**config.mk**
```make
export PLATFORM = sky130hd
export DESIGN_NAME = pwm_deadtime
export DESIGN_NICKNAME = d
export VERILOG_FILES = /design/src/rtl/pwm_deadtime.sv
export SDC_FILE = /design/constraint.sdc
export NUM_CORES = 1
export LEC_CHECK = 0
export CAP_MARGIN = 20
export CORE_AREA = 2 2 69 84
export CTS_CLUSTER_SIZE = 12
export DETAILED_ROUTE_END_ITERATION = 8
export DIE_AREA = 0 0 71 86
export GPL_ROUTABILITY_DRIVEN = 0
export GPL_TIMING_DRIVEN = 0
export HOLD_SLACK_MARGIN = 0.12
export PLACE_DENSITY = 0.85
export SLEW_MARGIN = 20
export SYNTH_ARGS = -nofsm -noshare
export SYNTH_HDL_FRONTEND = slang
export SYNTH_SLANG_ARGS = --single-unit
```
**constraint.sdc**
```tcl
create_clock -name clk -period 3.07 [get_ports clk]
set_clock_uncertainty 0.1 [all_clocks]
set_input_delay 0.307 -clock clk [delete_from_list [all_inputs] [get_ports clk]]
set_output_delay 0.307 -clock clk [all_outputs]
set_load 0.02 [all_outputs]
```
**src/rtl/pwm_deadtime.sv**
```systemverilog
// rtl/pwm_deadtime.sv - three-phase complementary gate drive with dead-time insertion and fault latch
module pwm_deadtime #(
    parameter int DT_WIDTH = 8
) (
    input  logic                clk,
    input  logic                rstb,
    input  logic                pwmA_in,
    input  logic                pwmB_in,
    input  logic                pwmC_in,
    input  logic [DT_WIDTH-1:0] dead_time,
    input  logic                enable,
    input  logic                fault,
    input  logic                fault_clr,
    output logic                gateAH,
    output logic                gateAL,
    output logic                gateBH,
    output logic                gateBL,
    output logic                gateCH,
    output logic                gateCL,
    output logic                fault_latched,
    output logic                running
);

    typedef enum logic [2:0] {
        ST_SAFE    = 3'd0,
        ST_LOW_ON  = 3'd1,
        ST_DEAD_R  = 3'd2,
        ST_HIGH_ON = 3'd3,
        ST_DEAD_F  = 3'd4
    } phase_state_t;

    localparam logic [DT_WIDTH-1:0] CNT_ONE  = {{(DT_WIDTH-1){1'b0}}, 1'b1};
    localparam logic [DT_WIDTH-1:0] CNT_ZERO = '0;

    // Sampled phase commands, index 0 = A, 1 = B, 2 = C.
    logic [2:0]          p_q, p_d;
    // Dead-time snapshot, only refreshed while every phase is parked in SAFE.
    logic [DT_WIDTH-1:0] dt_q, dt_d;

    phase_state_t        state_q [3];
    phase_state_t        state_d [3];
    logic [DT_WIDTH-1:0] cnt_q   [3];
    logic [DT_WIDTH-1:0] cnt_d   [3];

    logic [2:0]          gate_h_q, gate_h_d;
    logic [2:0]          gate_l_q, gate_l_d;
    logic                fault_latched_q, fault_latched_d;
    logic                running_q, running_d;

    logic                all_safe;
    logic                force_safe;

    // Global conditions shared by all three phase machines.
    always_comb begin
        all_safe   = (state_q[0] == ST_SAFE) && (state_q[1] == ST_SAFE) &&
                     (state_q[2] == ST_SAFE);
        // The latched flag is the registered one, so a clear only lets the
        // phases leave SAFE from the following edge.
        force_safe = fault || fault_latched_q || !enable;
    end

    // Input sampling, dead-time snapshot and sticky fault flag.
    always_comb begin
        p_d  = {pwmC_in, pwmB_in, pwmA_in};
        dt_d = all_safe ? dead_time : dt_q;
        if (fault) begin
            fault_latched_d = 1'b1;
        end else if (fault_clr) begin
            fault_latched_d = 1'b0;
        end else begin
            fault_latched_d = fault_latched_q;
        end
    end

    // Per-phase break-before-make sequencing with abort back to the old device.
    always_comb begin
        for (int i = 0; i < 3; i++) begin
            state_d[i] = state_q[i];
            cnt_d[i]   = cnt_q[i];
            if (force_safe) begin
                state_d[i] = ST_SAFE;
            end else begin
                case (state_q[i])
                    ST_SAFE: begin
                        // Leaving SAFE always passes through a full dead band.
                        state_d[i] = p_q[i] ? ST_DEAD_R : ST_DEAD_F;
                        cnt_d[i]   = dt_q;
                    end
                    ST_LOW_ON: begin
                        if (p_q[i]) begin
                            state_d[i] = ST_DEAD_R;
                            cnt_d[i]   = dt_q;
                        end
                    end
                    ST_DEAD_R: begin
                        if (!p_q[i]) begin
                            state_d[i] = ST_LOW_ON;
                        end else if (cnt_q[i] == CNT_ZERO) begin
                            state_d[i] = ST_HIGH_ON;
                        end else begin
                            cnt_d[i] = cnt_q[i] - CNT_ONE;
                        end
                    end
                    ST_HIGH_ON: begin
                        if (!p_q[i]) begin
                            state_d[i] = ST_DEAD_F;
                            cnt_d[i]   = dt_q;
                        end
                    end
                    ST_DEAD_F: begin
                        if (p_q[i]) begin
                            state_d[i] = ST_HIGH_ON;
                        end else if (cnt_q[i] == CNT_ZERO) begin
                            state_d[i] = ST_LOW_ON;
                        end else begin
                            cnt_d[i] = cnt_q[i] - CNT_ONE;
                        end
                    end
                    default: begin
                        state_d[i] = ST_SAFE;
                    end
                endcase
            end
        end
    end

    // Gate and status outputs are decoded from the next state so they are
    // registered alongside it and cannot glitch.
    always_comb begin
        running_d = 1'b0;
        for (int i = 0; i < 3; i++) begin
            gate_h_d[i] = (state_d[i] == ST_HIGH_ON);
            gate_l_d[i] = (state_d[i] == ST_LOW_ON);
            if (state_d[i] != ST_SAFE) begin
                running_d = 1'b1;
            end
        end
    end

    // State register; reset parks every gate off immediately.
    always_ff @(posedge clk or negedge rstb) begin
        if (!rstb) begin
            p_q             <= 3'b000;
            dt_q            <= '0;
            gate_h_q        <= 3'b000;
            gate_l_q        <= 3'b000;
            fault_latched_q <= 1'b0;
            running_q       <= 1'b0;
            for (int i = 0; i < 3; i++) begin
                state_q[i] <= ST_SAFE;
                cnt_q[i]   <= '0;
            end
        end else begin
            p_q             <= p_d;
            dt_q            <= dt_d;
            gate_h_q        <= gate_h_d;
            gate_l_q        <= gate_l_d;
            fault_latched_q <= fault_latched_d;
            running_q       <= running_d;
            for (int i = 0; i < 3; i++) begin
                state_q[i] <= state_d[i];
                cnt_q[i]   <= cnt_d[i];
            end
        end
    end

    assign gateAH        = gate_h_q[0];
    assign gateAL        = gate_l_q[0];
    assign gateBH        = gate_h_q[1];
    assign gateBL        = gate_l_q[1];
    assign gateCH        = gate_h_q[2];
    assign gateCL        = gate_l_q[2];
    assign fault_latched = fault_latched_q;
    assign running       = running_q;

endmodule

```
==> impl_metrics.toml, run 1 <==
[run_status]
status = "finished, final reports clean"

[synth]
synth-seq-cells = 52
syn_inst = 310
synth_cell_types = 62
mappedNetlistArea_um2 = 2990
ys_seq_area_share_pct = 43.6
syn_avg_cell_area_um2 = 9.63
syn_nets = 330
ys.flop_type = "dfrtp_1"
synth_edf_count = 0
synthArstFlopShare_pct = 100
yosysWarnings = 0

[sta]
max-slew-margin-rel_pct = 57.4
drv_slew = 0
rsz0062_at_grt = "false"
fin_crit_ns = 2.57
final-hold-violation-count = 0
fmax_mhz = 389
hold_slack_ns = 0.334
finalCritPeriodShare_pct = 83.7
fin_ws_ns = 0.500
finalSetupViolations = 0
worstMarginPinSlew_ns = 0.640
finalSetupTns_ns = 0

[placed_design]
dp.cells = 395
io_buffers = 23
dp_slack_ns = 0.577
dp.final_hpwl_um = 4720

[hold_path]
worst_hold_path.num_cells = 1
hold_path_class = "input port to flip-flop"

[grt]
grt_usage_pct = 23.2
grt_max_degree = 53
gr-total-overflow = 0
grt_pass1_vias = 2407
antenna_found_initial = 0
grt_pass1_wl_um = 11300

[final_layout]
fin_nets = 361
final_cell_mix = "52 x dfrtp_1, 31 x nor2_1, 25 x a21oi_1"
n_antenna_cell = 0
final_common_cell = "dfrtp_1"
utilization_pct = 64.2
final_cells = 403
area_growth_pct = 13.2
drive_gt1_share_pct = 15.0

[clock_network]
insertion_delay_ns = 0.30
post_cts_buffers = 0
clock_sinks = 52
cts_tree = "built"
cts-buffers-inserted = 5
clk_path_buf_depth = 2
cts_resized = 0
htreeDepth = 2
cts_hold_buf = 1
clk_pin_slew_ns = 0.09
ctsRootBufferMaster = "clkbuf_8"

[critical_path]
cp_max_fo = 8
slowest_delay_ns = 0.48
worstPathCellList = "inv_1, ha_1, nor4b_2, nand2_1, a32oi_2, and2_4, buf_6, mux2_4"
end_kind = "flip-flop"
crit_family = "simple AND/OR/NAND/NOR gates"
crit_required_ns = 3.17
crit_buf_inv = 2
arrival_ns = 2.67
rr_worst_depth = 8
path_depth = 8
worst_setup_path_start_kind = "flip-flop"
slowest_stage = "a32oi_2"
path_class = "flip-flop to flip-flop"

[floorplanning]
rows = 29
die_y_um = 86
ios = 24
die_area_um2 = 6110
fp.coreArea_um2 = 5260
dieWidth_um = 71
initial_core_util_pct = 56.7

[routing]
via_per_inst = 6.27
drt_iter0_markers = 175
wire_per_inst_um = 16.2
drc_errors = 0
vias = 2526
firstDrtPassIters = 5
ant_nets = 0
finalWirelength_um = 6510

[power_and_ir_drop]
leakagePower_nw = 1.40
ir_drop_uv = 298
powerDensity_nw_per_um2 = 531

[flow_run]
cap_violations = 0
worst paths after layout:
| kind | endpoint | from | slack (ns) |
|---|---|---|---|
| max in group asynchronous | state_q[2]$_DFF_PN0_ | rstb | 1.96 |
| min reg2reg | cnt_q[15]$_DFFE_PN0P_ | cnt_q[15]$_DFFE_PN0P_ | 0.43 |
| max | cnt_q[1]$_DFFE_PN0P_ | cnt_q[0]$_DFFE_PN0P_ | 0.50 |
| max reg2reg | cnt_q[1]$_DFFE_PN0P_ | cnt_q[0]$_DFFE_PN0P_ | 0.50 |
| min in group asynchronous | fault_latched$_DFFE_PN0P_ | rstb | 0.49 |
| min | p_q[0]$_DFF_PN0_ | pwmA_in | 0.33 |
worst reg2reg max path: cells and delay by family (launching register included):
kind                     cells  cell delay [ns]
multiplexers                 1             0.30
AO/OA/AOI/OAI                1             0.48
AND/OR/NAND/NOR              3             0.74
adder cells (fa/ha/maj)      1             0.22
buffers and inverters        2             0.21
flip-flops                   1             0.43
layer usage:
metal	GRT usage [%]	routed length, um	share of wire (%)	vias up
met5	0	0	0	-
met4	8.92	162	2.5	0
met3	4.47	276	4.2	17
met2	37.1	3130	48	82
met1	31.3	2940	45	1218
li1	-	-	-	1209
report_power, final:
group	switching (mW)	internal (mW)	leakage, nW
clock	0.214	0.156	0.0410
combinational	0.246	0.226	0.704
sequential	0.145	0.807	0.651
registers in the layout, indices dropped and copies added (netlist names):
name,count
cnt_q,24
dt_q,8
fault_latched,1
gate_h_q,3
gate_l_q,3
p_q,3
running,1
state_q,9
through the flow:
stage / cell area, um^2 / total power [mW]
after floorplan: 2990 / 1.29
after global placement: 3290 / 1.40
after detailed placement: 3290 / 1.43
after CTS: 3380 / 1.81
after global routing: 3380 / 1.92
final: 3380 / 1.79
synth_stat cells (3+ instances only):
master / number / share of area [%]
clkbuf_1: 7 / 0.88
buf_2: 4 / 0.67
nor2b_1: 4 / 0.84
nand3_1: 3 / 0.50
mux2_2: 9 / 3.4
o211ai_1: 4 / 1.0
nand2b_1: 3 / 0.63
o21ai_1: 3 / 0.50
nor3_1: 14 / 2.3
a21oi_1: 25 / 4.2
a21o_1: 3 / 0.75
nor2_1: 31 / 3.9
nand2_1: 12 / 1.5
xnor2_1: 4 / 1.2
a31oi_1: 6 / 1.3
o2bb2ai_1: 8 / 2.3
nor4_1: 7 / 1.5
o21ai_0: 22 / 3.7
dfrtp_1: 52 / 44
o21ai_2: 6 / 1.8
and2_1: 4 / 0.84
ha_1: 4 / 1.7
mux2i_1: 4 / 1.3
nor3b_1: 5 / 1.3
buf_6: 3 / 1.1
inv_1: 12 / 1.5
or3_1: 3 / 0.63
area by class of cell:
type / instances / area [um^2]
fillers: 417 / 1880
multi-input cells: 230 / 1530
flip-flops and latches: 52 / 1300
repair buffers: 24 / 238
plain buffers: 16 / 108
well taps: 62 / 77.6
clock buffers: 6 / 72.6
inverters: 12 / 45.0
clock inverters: 1 / 5.00
cells by family after synthesis:
kind of cell / count (synthesis) / synth area share [%]
flops: 52 / 43.6
xor+xnor: 4 / 1.17
buf+inv: 28 / 5.11
simple gates: 107 / 20.6
mux: 14 / 5.24
fa+ha+maj: 4 / 1.68
compound gates: 101 / 22.6
(Power assumes the default switching activity.)
==> run 2, diff against run 1 <==
clock period = 2.5 ns   (was 3.07 ns; I/O delays follow)
==> run 2 against run 1 <==
Against the previous run: setup slack got worse by 0.38 ns; worst hold slack got worse by 0.060 ns; global-route usage grew 0.15 points; combinational power is 25% higher; first-iteration DRC count is 15% higher; via count grew 1.7%; critical path depth shrank 1; critical path type unchanged; critical endpoint is now cnt_q[9]$_DFFE_PN0P_.
==> impl_metrics.toml, run 2 (synthesis results as in run 1) <==
[grt]
grt_pass1_wl_um = 11400
grt_max_degree = 53
grt_pass1_vias = 2410
gr-total-overflow = 0
antenna_found_initial = 0
grt_usage_pct = 23.4

[routing]
ant_nets = 0
drt_iter0_markers = 202
finalWirelength_um = 6670
drc_errors = 0
via_per_inst = 6.34
firstDrtPassIters = 4
wire_per_inst_um = 16.5
vias = 2569

[sta]
finalCritPeriodShare_pct = 95.2
finalSetupViolations = 0
fmax_mhz = 420
hold_slack_ns = 0.273
max-slew-margin-rel_pct = 58.0
worstMarginPinSlew_ns = 0.627
fin_crit_ns = 2.38
final-hold-violation-count = 0
rsz0062_at_grt = "false"
drv_slew = 0
finalSetupTns_ns = 0

[power_and_ir_drop]
ir_drop_uv = 366
powerDensity_nw_per_um2 = 653
clkPwrFrac_pct = 20.6
leakagePower_nw = 1.41
swShare_pct = 34.2
power.internal_mw = 1.47
p_switching_mw = 0.761
seq_power_share_pct = 52.9
comb_power_share_pct = 26.5

[final_layout]
final_common_cell = "dfrtp_1"
regMostFlops = "cnt_q"
top_regs = "cnt_q: 24 flops, state_q: 9 flops, dt_q: 8 flops"
final_cells = 405
fin_nets = 363
n_antenna_cell = 0
largest_reg_flops = 24
drive_gt1_share_pct = 15.5
area_growth_pct = 14.3
final_cell_mix = "52 x dfrtp_1, 31 x nor2_1, 25 x a21oi_1"

[clock_network]
clock_sinks = 52
clk_path_buf_depth = 2
htreeDepth = 2
insertion_delay_ns = 0.31
ctsRootBufferMaster = "clkbuf_8"
cts-buffers-inserted = 5
cts_tree = "built"
clk_pin_slew_ns = 0.09

[critical_path]
cp_max_fo = 6
crit_required_ns = 2.60
worst_setup_path_start_kind = "flip-flop"
path_class = "flip-flop to flip-flop"
end_kind = "flip-flop"
r2r-start = "cnt_q[8]$_DFFE_PN0P_"
setup.worst_path.start = "cnt_q[8]$_DFFE_PN0P_"
arrival_ns = 2.48

[placed_design]
dp.cells = 395
dp.final_hpwl_um = 4720
io_buffers = 23

[flow_run]
cap_violations = 0

[hold_path]
worst_hold_startpoint = "pwmA_in"
hold_path_class = "input port to flip-flop"

[floorplanning]
ios = 24
dieWidth_um = 71
initial_core_util_pct = 56.7
die_area_um2 = 6110
rows = 29
fp.coreArea_um2 = 5260
die_y_um = 86

[run_status]
status = "finished, final reports clean"
run 2: changes by cell type in the layout (fill, tap and decap cells not counted), sizes merged:
cell and delta:
buf +2
run 2: power groups by stage:
stage | logic, mW | registers, mW | clock network (mW)
floorplan | 0.445 | 1.13 | 0
global placement | 0.550 | 1.18 | 0
detailed placement | 0.576 | 1.18 | 0
CTS | 0.582 | 1.16 | 0.472
global route | 0.672 | 1.20 | 0.498
finish | 0.591 | 1.18 | 0.459
run 2: per-layer routing:
layer | vias to the layer above | track usage (%) | wire length [um]
met5 | - | 0 | 0
met3 | 14 | 4.47 | 360
met4 | 0 | 8.92 | 146
met1 | 1253 | 31.4 | 2900
li1 | 1211 | - | -
met2 | 91 | 37.6 | 3260
run 2: area by class of cell:
cell class / count / area, um^2
Buffer: 16 / 108
Clock buffer: 6 / 72.6
Clock inverter: 1 / 5.00
Fill cell: 416 / 1850
Inverter: 12 / 45.0
Multi-Input combinational cell: 230 / 1550
Sequential cell: 52 / 1300
Tap cell: 62 / 77.6
Timing Repair Buffer: 26 / 253
run 2: repair_timing:
action	4_1_cts	5_1_grt
cloned	0	0
setup endpoints to repair	1	1
hold buffers	1	0
gates resized for setup	1	1
pin swaps	0	1
endpoints found under the hold margin	52	0
buffers inserted	0	2
run 2: worst max-delay path: stages (launching register included):
cell       delay (ns)
dfrtp_1          0.41
inv_1            0.06
ha_1             0.19
or4b_1           0.43
buf_2            0.18
o2111ai_1        0.24
o311a_2          0.31
mux2_2           0.35
run 2: stage by stage:
stage,util [%],power (mW),setup slack (ns),cell area [um^2]
after detailed placement,62.5,1.76,0.0334,3290
after global routing,64.9,2.37,0.0107,3410
after global placement,62.6,1.73,-0.443,3290
final,64.9,2.23,0.119,3410
after floorplan,-,1.58,0.323,2990
after CTS,64.4,2.22,0.0360,3390
run 2: worst paths after layout:
kind                                                   to  slack, ns  depth (start not counted)
max in group asynchronous            state_q[2]$_DFF_PN0_       1.45                          2
min in group asynchronous       fault_latched$_DFFE_PN0P_       0.43                          2
worst max register to register       cnt_q[9]$_DFFE_PN0P_       0.12                          7
worst min register to register      cnt_q[15]$_DFFE_PN0P_       0.43                          2
worst max-delay path                 cnt_q[9]$_DFFE_PN0P_       0.12                          7
worst min-delay path                     p_q[0]$_DFF_PN0_       0.27                          1
